==> src/rtl/mcp3008_scan_scheduler.sv <==
// MCP3008 scan scheduler: dclk divider, scan FSM, busy sync, result handshake.
// Define MCP3008_SCAN_AVG_EN to deliver the average of four captures.
module mcp3008_scan_scheduler #(
   parameter int DCLK_DIV     = 4,
   parameter int PERIOD_W     = 16,
   parameter int TIMEOUT_DCLK = 64
) (
   input  logic                clk,
   input  logic                rst_n,
   input  logic                enable,
   input  logic                trigger,
   input  logic [PERIOD_W-1:0] period,
   output logic                dclk,
   output logic                sample,
   input  logic                adc_busy,
   input  logic [31:0]         adc_data,
   output logic [9:0]          result_a,
   output logic [9:0]          result_b,
   output logic                result_valid,
   input  logic                result_ack,
   output logic                overrun,
   output logic                frame_err,
   output logic                timeout_err,
   input  logic                err_clr
);

   localparam logic [2:0] IDLE    = 3'd0;
   localparam logic [2:0] REQ     = 3'd1;
   localparam logic [2:0] CONV    = 3'd2;
   localparam logic [2:0] CAPTURE = 3'd3;
   localparam logic [2:0] WAIT    = 3'd4;

   localparam int TW = $clog2(2 * TIMEOUT_DCLK + 1);
   localparam logic [7:0]    DIV_LAST = 8'(DCLK_DIV - 1);
   localparam logic [TW-1:0] T_REQ    = TW'(TIMEOUT_DCLK - 1);
   localparam logic [TW-1:0] T_CONV   = TW'(2 * TIMEOUT_DCLK - 1);

   logic [2:0]          state;
   logic [7:0]          div_cnt;
   logic                dclk_rise;
   logic                busy_m;
   logic                busy_s;
   logic [TW-1:0]       t_cnt;
   logic [PERIOD_W-1:0] p_cnt;
   logic                start;
   logic                capture;
   logic                timeout_set;
   logic                frame_bad;
   logic                out_en;
   logic                burst;
   logic [9:0]          cap_a;
   logic [9:0]          cap_b;
   logic [9:0]          out_a;
   logic [9:0]          out_b;
   logic                unused;

   always_ff @(posedge clk or negedge rst_n) begin
      if (!rst_n) begin
         div_cnt <= '0;
         dclk    <= 1'b0;
      end else if (div_cnt == DIV_LAST) begin
         div_cnt <= '0;
         dclk    <= ~dclk;
      end else begin
         div_cnt <= div_cnt + 8'd1;
      end
   end

   assign dclk_rise = (div_cnt == DIV_LAST) && !dclk;

   // The interface is not reset with us, so assume busy until proven idle.
   always_ff @(posedge clk or negedge rst_n) begin
      if (!rst_n) begin
         busy_m <= 1'b1;
         busy_s <= 1'b1;
      end else begin
         busy_m <= adc_busy;
         busy_s <= busy_m;
      end
   end

   assign start   = (state == IDLE) && !busy_s && (enable || trigger || burst);
   assign capture = (state == CAPTURE);
   assign sample  = (state == REQ);

   assign timeout_set = dclk_rise && (
      (state == REQ  && !busy_s && t_cnt == T_REQ) ||
      (state == CONV &&  busy_s && t_cnt == T_CONV));

   // Period counts from scan start; exiting WAIT at 2 lands the next REQ on time.
   always_ff @(posedge clk or negedge rst_n) begin
      if (!rst_n) begin
         state <= IDLE;
         t_cnt <= '0;
         p_cnt <= '0;
      end else begin
         if (state != IDLE && p_cnt != '0)
            p_cnt <= p_cnt - PERIOD_W'(1);
         unique case (state)
            IDLE: begin
               if (start) begin
                  state <= REQ;
                  p_cnt <= period;
                  t_cnt <= '0;
               end
            end
            REQ: begin
               if (busy_s) begin
                  state <= CONV;
                  t_cnt <= '0;
               end else if (timeout_set) begin
                  state <= IDLE;
               end else if (dclk_rise) begin
                  t_cnt <= t_cnt + TW'(1);
               end
            end
            CONV: begin
               if (!busy_s) begin
                  state <= CAPTURE;
               end else if (timeout_set) begin
                  state <= IDLE;
               end else if (dclk_rise) begin
                  t_cnt <= t_cnt + TW'(1);
               end
            end
            CAPTURE: state <= enable ? WAIT : IDLE;
            WAIT: begin
               if (p_cnt <= PERIOD_W'(2))
                  state <= IDLE;
            end
            default: state <= IDLE;
         endcase
      end
   end

   assign cap_a     = adc_data[25:16];
   assign cap_b     = adc_data[9:0];
   assign frame_bad = capture && !(adc_data[26] && adc_data[10]);

`ifdef MCP3008_SCAN_AVG_EN
   logic [1:0]  avg_cnt;
   logic [11:0] acc_a;
   logic [11:0] acc_b;
   logic [11:0] sum_a;
   logic [11:0] sum_b;

   assign sum_a  = acc_a + {2'b00, cap_a};
   assign sum_b  = acc_b + {2'b00, cap_b};
   assign out_en = capture && (avg_cnt == 2'd3);
   assign out_a  = sum_a[11:2];
   assign out_b  = sum_b[11:2];
   assign unused = ^{adc_data[31:27], adc_data[15:11],
                     sum_a[1:0], sum_b[1:0]};

   always_ff @(posedge clk or negedge rst_n) begin
      if (!rst_n) begin
         avg_cnt <= '0;
         acc_a   <= '0;
         acc_b   <= '0;
      end else if (capture) begin
         avg_cnt <= avg_cnt + 2'd1;
         acc_a   <= out_en ? 12'd0 : sum_a;
         acc_b   <= out_en ? 12'd0 : sum_b;
      end
   end

   // A single trigger keeps scanning until the fourth capture completes.
   always_ff @(posedge clk or negedge rst_n) begin
      if (!rst_n)
         burst <= 1'b0;
      else if (start && !enable && trigger)
         burst <= 1'b1;
      else if (out_en || timeout_set)
         burst <= 1'b0;
   end
`else
   assign out_en = capture;
   assign out_a  = cap_a;
   assign out_b  = cap_b;
   assign burst  = 1'b0;
   assign unused = ^{adc_data[31:27], adc_data[15:11]};
`endif

   always_ff @(posedge clk or negedge rst_n) begin
      if (!rst_n) begin
         result_a     <= '0;
         result_b     <= '0;
         result_valid <= 1'b0;
         overrun      <= 1'b0;
         frame_err    <= 1'b0;
         timeout_err  <= 1'b0;
      end else begin
         if (out_en) begin
            result_a     <= out_a;
            result_b     <= out_b;
            result_valid <= 1'b1;
         end else if (result_ack) begin
            result_valid <= 1'b0;
         end
         overrun     <= (out_en && result_valid && !result_ack) ||
                        (overrun && !err_clr);
         frame_err   <= frame_bad || (frame_err && !err_clr);
         timeout_err <= timeout_set || (timeout_err && !err_clr);
      end
   end

endmodule

==> config.mk <==
export PLATFORM = sky130hd
export DESIGN_NAME = mcp3008_scan_scheduler
export DESIGN_NICKNAME = d
export VERILOG_FILES = /design/src/rtl/mcp3008_scan_scheduler.sv
export SDC_FILE = /design/constraint.sdc
export NUM_CORES = 1
export LEC_CHECK = 0
export CELL_PAD_IN_SITES_DETAIL_PLACEMENT = 0
export CELL_PAD_IN_SITES_GLOBAL_PLACEMENT = 2
export CORE_ASPECT_RATIO = 1.5
export CORE_MARGIN = 2
export CORE_UTILIZATION = 31
export CTS_CLUSTER_SIZE = 20
export DETAILED_ROUTE_END_ITERATION = 8
export PLACE_DENSITY = 0.87
export REMOVE_ABC_BUFFERS = 1
export SYNTH_ARGS = -nofsm -noshare
export SYNTH_HDL_FRONTEND = slang
export SYNTH_SLANG_ARGS = --single-unit
export TNS_END_PERCENT = 50
==> constraint.sdc <==
create_clock -name clk -period 2.3 [get_ports clk]
set_input_delay 0.23 -clock clk [delete_from_list [all_inputs] [get_ports clk]]
set_output_delay 0.23 -clock clk [all_outputs]
set_load 0.005 [all_outputs]
# Word level (Yosys, flattened, before mapping)

Cells that the tools add are included.
W data, S select, Z words.

Flip-flop bits (word level): 62
Bits of input ports: 55
Logic and storage cells: 80
Output and inout bits: 26

Mux-type cells: 19
Bitwise operators: 1
Add/sub/neg operators: 3
Equal/unequal tests: 10
Reduce and logical (&&, ||, !) cells: 33
Magnitude comparators: 1

Operators with widths:

| operator                | count |
|---|---|
| $mux W16                | 3 |
| $mux W8                 | 6 |
| $pmux W8 S3             | 1 |
| $mux W3                 | 6 |
| $add A8 B1 Y8 const B   | 2 |
| $le A16 B2 Y1 const B   | 1 |
| $logic_and A1 B1 Y1     | 16 |
| $reduce_bool A16 Y1     | 1 |
| $sub A16 B1 Y16 const B | 1 |
| $pmux W3 S5             | 1 |
| $eq A8 B2 Y1 const B    | 1 |
| $eq A8 B6 Y1 const B    | 1 |
| $eq A8 B7 Y1 const B    | 1 |
| $eq A3 B2 Y1 const B    | 2 |
| $ne A2 B2 Y1 const B    | 3 |
| $reduce_bool A3 Y1      | 2 |
| $logic_not A1 Y1        | 5 |
| $logic_or A1 B1 Y1      | 5 |
| $eq A3 B1 Y1 const B    | 1 |
| $eq A3 B3 Y1 const B    | 1 |
| $logic_not A3 Y1        | 1 |
| $reduce_and A3 Y1       | 1 |
| $mux W1                 | 2 |
| $reduce_and A2 Y1       | 1 |
| 2 further kinds         | 2 |

# Longest topological paths before layout

Gate-level depths: netlist of the first run.

Word-level depth: 8
Mapped depth: 7

# Worst setup path before layout of the first run

OpenSTA, ideal clock, no wires.

Path kind: reg-to-reg
Start point: reg div_cnt[0]
End point: reg t_cnt[4]
Library setup time: 0.079 ns
Arrival time: 1.941 ns
Cell stages (with the launch flop): 7
Setup slack: 0.279 ns
Buffers on the path: 1
Required time: 2.221 ns
Path through: dfrtp_1 -> ha_1 -> or4b_1 -> or3_1 -> buf_6 -> nor4_2 -> mux2i_1

Word-level cells in the longest chain between the ends: 6
Elaborated cells between the ends (all ways): 8

Ends and longest elaborated chain:

| element                                        | line | text |
|---|---|---|
| from (decl)                                    | 39   | `logic [7:0] div_cnt;` |
| from (signal assigned)                         | 65   | `div_cnt <= div_cnt + 8'd1;` |
| $eq A8 B2 Y1 *                                 | 69   | `assign dclk_rise = (div_cnt == DIV_LAST) && !dclk;` |
| $logic_and A1 B1 Y1 *                          | 69   |  |
| $mux W8 or $logic_and A1 B1 Y1 (tied branches) | n/a  |  |
| $mux W8 *                                      | n/a  |  |
| $mux W8, on equally long branches              | n/a  |  |
| $pmux W8 S3 *                                  | n/a  |  |
| to (signal assigned)                           | 114  | `t_cnt <= t_cnt + TW'(1);` |
| to (signal assigned)                           | 123  | `t_cnt <= t_cnt + TW'(1);` |
| to (decl)                                      | 43   | `logic [TW-1:0] t_cnt;` |

Every way passes the cells marked *; elsewhere a longest branch is shown, timed or not. The select of a mux whose other input is x is not followed.
A chain may end at the register's enable or synchronous reset.

# Final worst setup path of the first run

Start point: reg div_cnt[0]
End point: reg t_cnt[7]

Same word-level chain as after synthesis.

==> impl_metrics.tcl, run 1 <==
set metrics [dict create \
    antenna_cells 0 \
    finalHoldViolations 0 \
    avgSynthCellArea_um2 11.0 \
    fin_crit_sh_pct 95.5 \
    gp_congestion 0.746 \
    reg2reg_from "div_cnt[0]" \
    power.density_nw_per_um2 726 \
    rsz0062_at_grt "yes" \
    fin_crit_ns 2.20 \
    holdWs_ns 0.307 \
    ff2ff_setup_slack_ns 0.10 \
    synth_edf_count 0 \
    ctsHtreeMaxLevel 3 \
    cts-root-buf "clkbuf_16" \
    synthArstFlopShare_pct 100 \
    max_stage_delay_ns 0.49 \
    drt-vias-per-instance 5.24 \
    critPathRequiredTime_ns 2.55 \
    reg2reg_to "t_cnt[7]" \
    ys_types 56 \
    die_area_um2 11200 \
    cts.sinks 62 \
    grt_pass1_wl_um 12700 \
    total_leakage_power_uw 0.00176 \
    drc 0 \
    status "finished clean" \
    yosys_warnings 0 \
    cts_tree "done" \
    finalPower_uw 3240 \
    cts_made_buffers 9 \
    vias 2604 \
    gr-total-overflow 0 \
    cap_violations 0 \
    drive_above_1_share_pct 17.9 \
    ys.flop_type "dfrtp_1" \
    slew_viol_final 0 \
    slowest_stage "or4b_1" \
    fp.dieW_um 87.1 \
    worstHoldPathCells 1 \
    cpLargestDelayFamily "simple AND/OR/NAND/NOR gates" \
    design.core.area_um2 10100 \
    min_to "busy_m" \
    grt_pass1_vias 2605 \
    drtPass1Iterations 4 \
    synth_area_um2 3210 \
    ios 81 \
    fp-row-count 45 \
    dp.final_hpwl_um 5620 \
    crit_buf_inv 1 \
    ys_seq_area_share_pct 48.4 \
    hold_class "in2reg" \
    cts_setup_buffers 0 \
    r2r_cells 6 \
    clkLatencyLatePin_ns 0.33 \
    antenna_found_initial 0 \
    hp-start "adc_busy" \
    tightest_slew_ns 0.531 \
    critPathKind "reg2reg" \
    ir_worst_vdd_v 0.000412 \
    path_clk_slew_ns 0.05 \
    ant_nets 0 \
    die_h_um 129 \
    fin_nets 435 \
    synthCells 293 \
    start_util_pct 31.7 \
    track_usage_pct 14.7 \
    routed_wl_um 7850 \
    finalClockSkew_ns 0.00241 \
    wl_per_cell_um 15.8 \
    setup_viol 0 \
    ys_ff_latch 62 \
    max_slew_margin_pct 63.7 \
    io_buffers 70 \
    grt_max_degree 63 \
    cp.arrival_ns 2.45 \
    fmax_mhz 455 \
    clockBufferDepth 2 \
    start_kind "flip-flop" \
    area_delta_synth_final_pct 38.8 \
    cp_cell_sequence "ha_1, or4b_1, or3_1, buf_4, nor4_2, mux2i_1" \
    cp_max_fo 7 \
    endpoint_kind "flip-flop" \
    first_iter_violations 89 \
]
[cell families after synthesis]
group | count (synthesis) | synth area share, %
fa+ha+maj | 5 | 1.95
xor+xnor | 7 | 1.91
simple gates | 110 | 22.1
compound gates | 56 | 12.6
buf+inv | 24 | 3.27
flops | 62 | 48.4
mux | 29 | 9.82
[metal layers]
layer  share of wire [%]  vias up  GRT usage [%]
met2                  54       34           25.6
met1                  41     1280           17.2
li1                    -     1278              -
met3                 2.4       12           2.82
met4                 2.3        0           6.97
met5                   0        -              0
[synthesized netlist by cell type (2+ instances only)]
master / n / area share [%]
o21ai_0: 11 / 1.7
nor2_1: 15 / 1.8
o31a_1: 2 / 0.55
or4_1: 10 / 2.3
nor4_4: 3 / 2.0
a21oi_1: 4 / 0.62
nor4_1: 2 / 0.39
mux2i_1: 9 / 2.8
or2_2: 2 / 0.39
o21a_1: 2 / 0.47
or4b_1: 2 / 0.62
nor3b_1: 2 / 0.47
nand3_1: 15 / 2.3
dfstp_2: 2 / 1.6
o31ai_1: 4 / 0.93
o2bb2ai_1: 2 / 0.55
o21bai_1: 8 / 1.9
mux2_2: 20 / 7.0
xnor2_1: 6 / 1.6
o311ai_0: 7 / 1.9
nand2b_1: 3 / 0.58
nor4_2: 5 / 1.9
and3_1: 2 / 0.39
buf_2: 3 / 0.47
dfrtp_1: 60 / 47
a31oi_1: 4 / 0.78
clkbuf_1: 11 / 1.3
ha_1: 5 / 1.9
nand4_1: 5 / 0.97
nand2_1: 20 / 2.3
nor3_1: 5 / 0.78
inv_1: 8 / 0.93
or3_1: 10 / 1.9
o211ai_1: 2 / 0.47
[area by class of cell]
class | instances | area, um^2
clock inverter | 5 | 81.3
clock buffer | 11 | 243
fill | 969 | 5680
tap | 117 | 146
inverter | 8 | 30.0
multi-input combinational | 207 | 1550
sequential | 62 | 1560
timing repair buffer | 87 | 851
[where the power goes]
group / internal (uW) / switching [uW] / total (uW) / leakage (uW)
registers: 1180 / 106 / 1290 / 0.000752
clock network: 980 / 498 / 1480 / 0.000156
logic: 254 / 216 / 471 / 0.000850
[metrics by stage]
stage                     area [um^2]  util (%)  setup WS (ns)  instances  TNS [ns]
after floorplan                  3140         -          0.213        277         0
after global placement           4120      40.7          0.139        480         0
after detailed placement         4120      40.7          0.110        480         0
after CTS                        4460      44.0         0.0424        497         0
after global routing             4460      44.0        -0.0173        497   -0.0275
final                            4460      44.0          0.104        497         0
[sequential cells by signal, summed over array words and instances, names as in the netlist, 3 cells and up]
name / count
p_cnt: 16
result_b: 10
div_cnt: 8
state: 3
result_a: 10
t_cnt: 8
[worst reg2reg max path, stage by stage (launching register included)]
cell	delay [ns]
dfrtp_1	0.38
ha_1	0.21
or4b_1	0.49
or3_1	0.36
buf_4	0.19
nor4_2	0.27
mux2i_1	0.22
[cell usage in the layout, fill, tap and decap left out, drive strengths merged, types with 11 or more instances in the layout]
cell type / instances
mux2: 20
nand3: 15
nand2: 20
o21ai: 11
clkdlybuf4s50: 69
clkbuf: 11
buf: 17
nor2: 15
dfrtp: 60
[repair_timing]
action / 4_1_cts / 5_1_grt
hold buffers: 1 / 0
hold endpoints to repair: 60 / 0
endpoints found under the setup margin: 0 / 3
resized for setup: 0 / 1
[worst max path at each step]
stage | end | start | slack [ns] | cells past startpoint
final | t_cnt[7] | div_cnt[0] | 0.10 | 6
after floorplan | t_cnt[4] | div_cnt[0] | 0.21 | 5
after CTS | sample | state[1] | 0.04 | 4
after global routing | t_cnt[5] | div_cnt[0] | -0.02 | 6
after global placement | t_cnt[4] | div_cnt[0] | 0.14 | 6
after detailed placement | t_cnt[7] | div_cnt[0] | 0.11 | 6
No activity file was read; power rests on OpenSTA's default activity.
==> inputs of run 2 (changes only) <==
--- a/config.mk
+++ b/config.mk
@@ -9,10 +9,10 @@
 export CELL_PAD_IN_SITES_GLOBAL_PLACEMENT = 2
 export CORE_ASPECT_RATIO = 1.5
 export CORE_MARGIN = 2
-export CORE_UTILIZATION = 31
-export CTS_CLUSTER_SIZE = 20
+export CORE_UTILIZATION = 33
+export CTS_CLUSTER_SIZE = 14
 export DETAILED_ROUTE_END_ITERATION = 8
-export PLACE_DENSITY = 0.87
+export PLACE_DENSITY = 0.91
 export REMOVE_ABC_BUFFERS = 1
 export SYNTH_ARGS = -nofsm -noshare
 export SYNTH_HDL_FRONTEND = slang
==> constraint.sdc (replaced) <==
create_clock -name clk -period 2.6 [get_ports clk]
set_input_delay 0.26 -clock clk [delete_from_list [all_inputs] [get_ports clk]]
set_output_delay 0.26 -clock clk [all_outputs]
set_load 0.005 [all_outputs]
==> impl_metrics.tcl, run 2 (synthesis results as in run 1) <==
set metrics [dict create \
    status "finished clean" \
    cpLargestDelayFamily "simple AND/OR/NAND/NOR gates" \
    cts-root-buf "clkbuf_16" \
    ant_nets 0 \
    antenna_cells 0 \
    io_buffers 70 \
    gp_congestion 0.778 \
    fin_crit_sh_pct 88.4 \
    slowest_stage "or3_1" \
    ir_worst_vdd_v 0.000299 \
    cts.sinks 62 \
    cts_tree "done" \
    clkLatencyLatePin_ns 0.33 \
    finalPower_uw 2720 \
    fmax_mhz 435 \
    fin_crit_ns 2.30 \
    largest_reg_flops 16 \
    routed_wl_um 7620 \
    drc 0 \
    drive_above_1_share_pct 15.6 \
    fin_nets 427 \
    drtPass1Iterations 4 \
    total_leakage_power_uw 0.00170 \
    fp-row-count 44 \
    slew_viol_final 0 \
    dp.final_hpwl_um 5430 \
    cts-resized-gates 0 \
    rsz0062_at_grt "no" \
    finalHoldViolations 0 \
    ctsHtreeMaxLevel 3 \
    top_register "p_cnt" \
    max_stage_delay_ns 0.58 \
    gr-total-overflow 0 \
    cts_made_buffers 9 \
    layout_common_cells "69 x clkdlybuf4s50_1, 60 x dfrtp_1, 20 x nand2_1, 20 x mux2_2" \
    path_clk_slew_ns 0.05 \
    track_usage_pct 15.6 \
    fill_cells 957 \
    fin_setup_tns_ns 0 \
    clockBufferDepth 2 \
    fin_util_pct 45.3 \
    die_h_um 125 \
    endpoint_kind "flip-flop" \
    grt_pass1_wl_um 13300 \
    vias 2592 \
    grt_pass1_vias 2679 \
    crit_buf_inv 0 \
    wl_per_cell_um 15.6 \
    cp.arrival_ns 2.55 \
    max_slew_margin_pct 51.4 \
    tightest_slew_ns 0.723 \
    start_util_pct 33.5 \
    critPathRequiredTime_ns 2.85 \
    reg_top3 "p_cnt (16), result_a (10), result_b (10)" \
    start_kind "flip-flop" \
    area_delta_synth_final_pct 35.1 \
    grt_max_degree 33 \
    critPathKind "reg2reg" \
    drt-vias-per-instance 5.32 \
    power.density_nw_per_um2 627 \
    design.core.area_um2 9580 \
    hold_class "in2reg" \
    first_iter_violations 125 \
    die_area_um2 10600 \
    cap_violations 0 \
    holdWs_ns 0.340 \
    ios 81 \
    setup_viol 0 \
    cp_max_fo 7 \
    antenna_found_initial 0 \
    fp.dieW_um 84.6 \
    finalClockSkew_ns 0.00427 \
    cp_cell_sequence "ha_1, or4b_1, or3_1, nor4_2, mux2i_1" \
    final_common_cell "clkdlybuf4s50_1" \
]
-- run 2: cell count changes in the layout (fill, tap and decap cells not counted) --
cell | previous run | this run
clkbuf_1 | 1 | 2
dfrtp_1 | 59 | 60
bufinv_16 | 2 | 1
inv_6 | 1 | 0
buf_12 | 2 | 0
dfrtp_2 | 1 | 0
clkinv_2 | 1 | 2
buf_4 | 14 | 8
-- run 2: power breakdown --
part | internal [uW] | switching [uW]
sequential | 1050 | 95.8
clock | 764 | 418
combinational | 210 | 186
total | 2020 | 700
-- run 2: routing by layer --
layer  GRT usage [%]  up-vias  wire length, um
li1                -     1253                -
met5               0        -                0
met4            8.50        0              234
met1            19.3     1277             3300
met2            25.1       46             3840
met3            3.38       16              242
-- run 2: final cells by class --
| cell class | instances | area [um^2] | share of cell area [%] |
|---|---|---|---|
| multi-input combinational | 207 | 1550 | 35.8 |
| timing repair buffer | 79 | 766 | 17.6 |
| inverter | 8 | 30.0 | 0.692 |
| clock inverter | 4 | 47.5 | 1.10 |
| clock buffer | 12 | 246 | 5.68 |
| sequential | 62 | 1550 | 35.8 |
| tap | 115 | 144 | 3.32 |
-- run 2: final timing paths --
| check | start | end | slack [ns] | cells past startpoint |
|---|---|---|---|---|
| max in group asynchronous | rst_n | busy_s | 1.48 | 3 |
| hold reg to reg | busy_m | busy_s | 0.36 | 0 |
| setup reg to reg | div_cnt[0] | t_cnt[5] | 0.30 | 5 |
| setup / recovery | div_cnt[0] | t_cnt[5] | 0.30 | 5 |
| min in group asynchronous | rst_n | p_cnt[14] | 0.37 | 2 |
| hold / removal | adc_busy | busy_m | 0.34 | 1 |
-- run 2: through the flow --
stage | setup WS (ns) | instance area, um^2 | instances
floorplan | 0.513 | 3140 | 277
detailed placement | 0.283 | 4040 | 470
global placement | 0.346 | 4040 | 470
finish | 0.303 | 4340 | 487
global route | 0.158 | 4340 | 487
CTS | 0.269 | 4340 | 487
-- run 2: timing repair --
action / in CTS / in global routing
hold buffers: 1 / 0
setup buffers: 0 / 0
endpoints found under the hold margin: 12 / 0
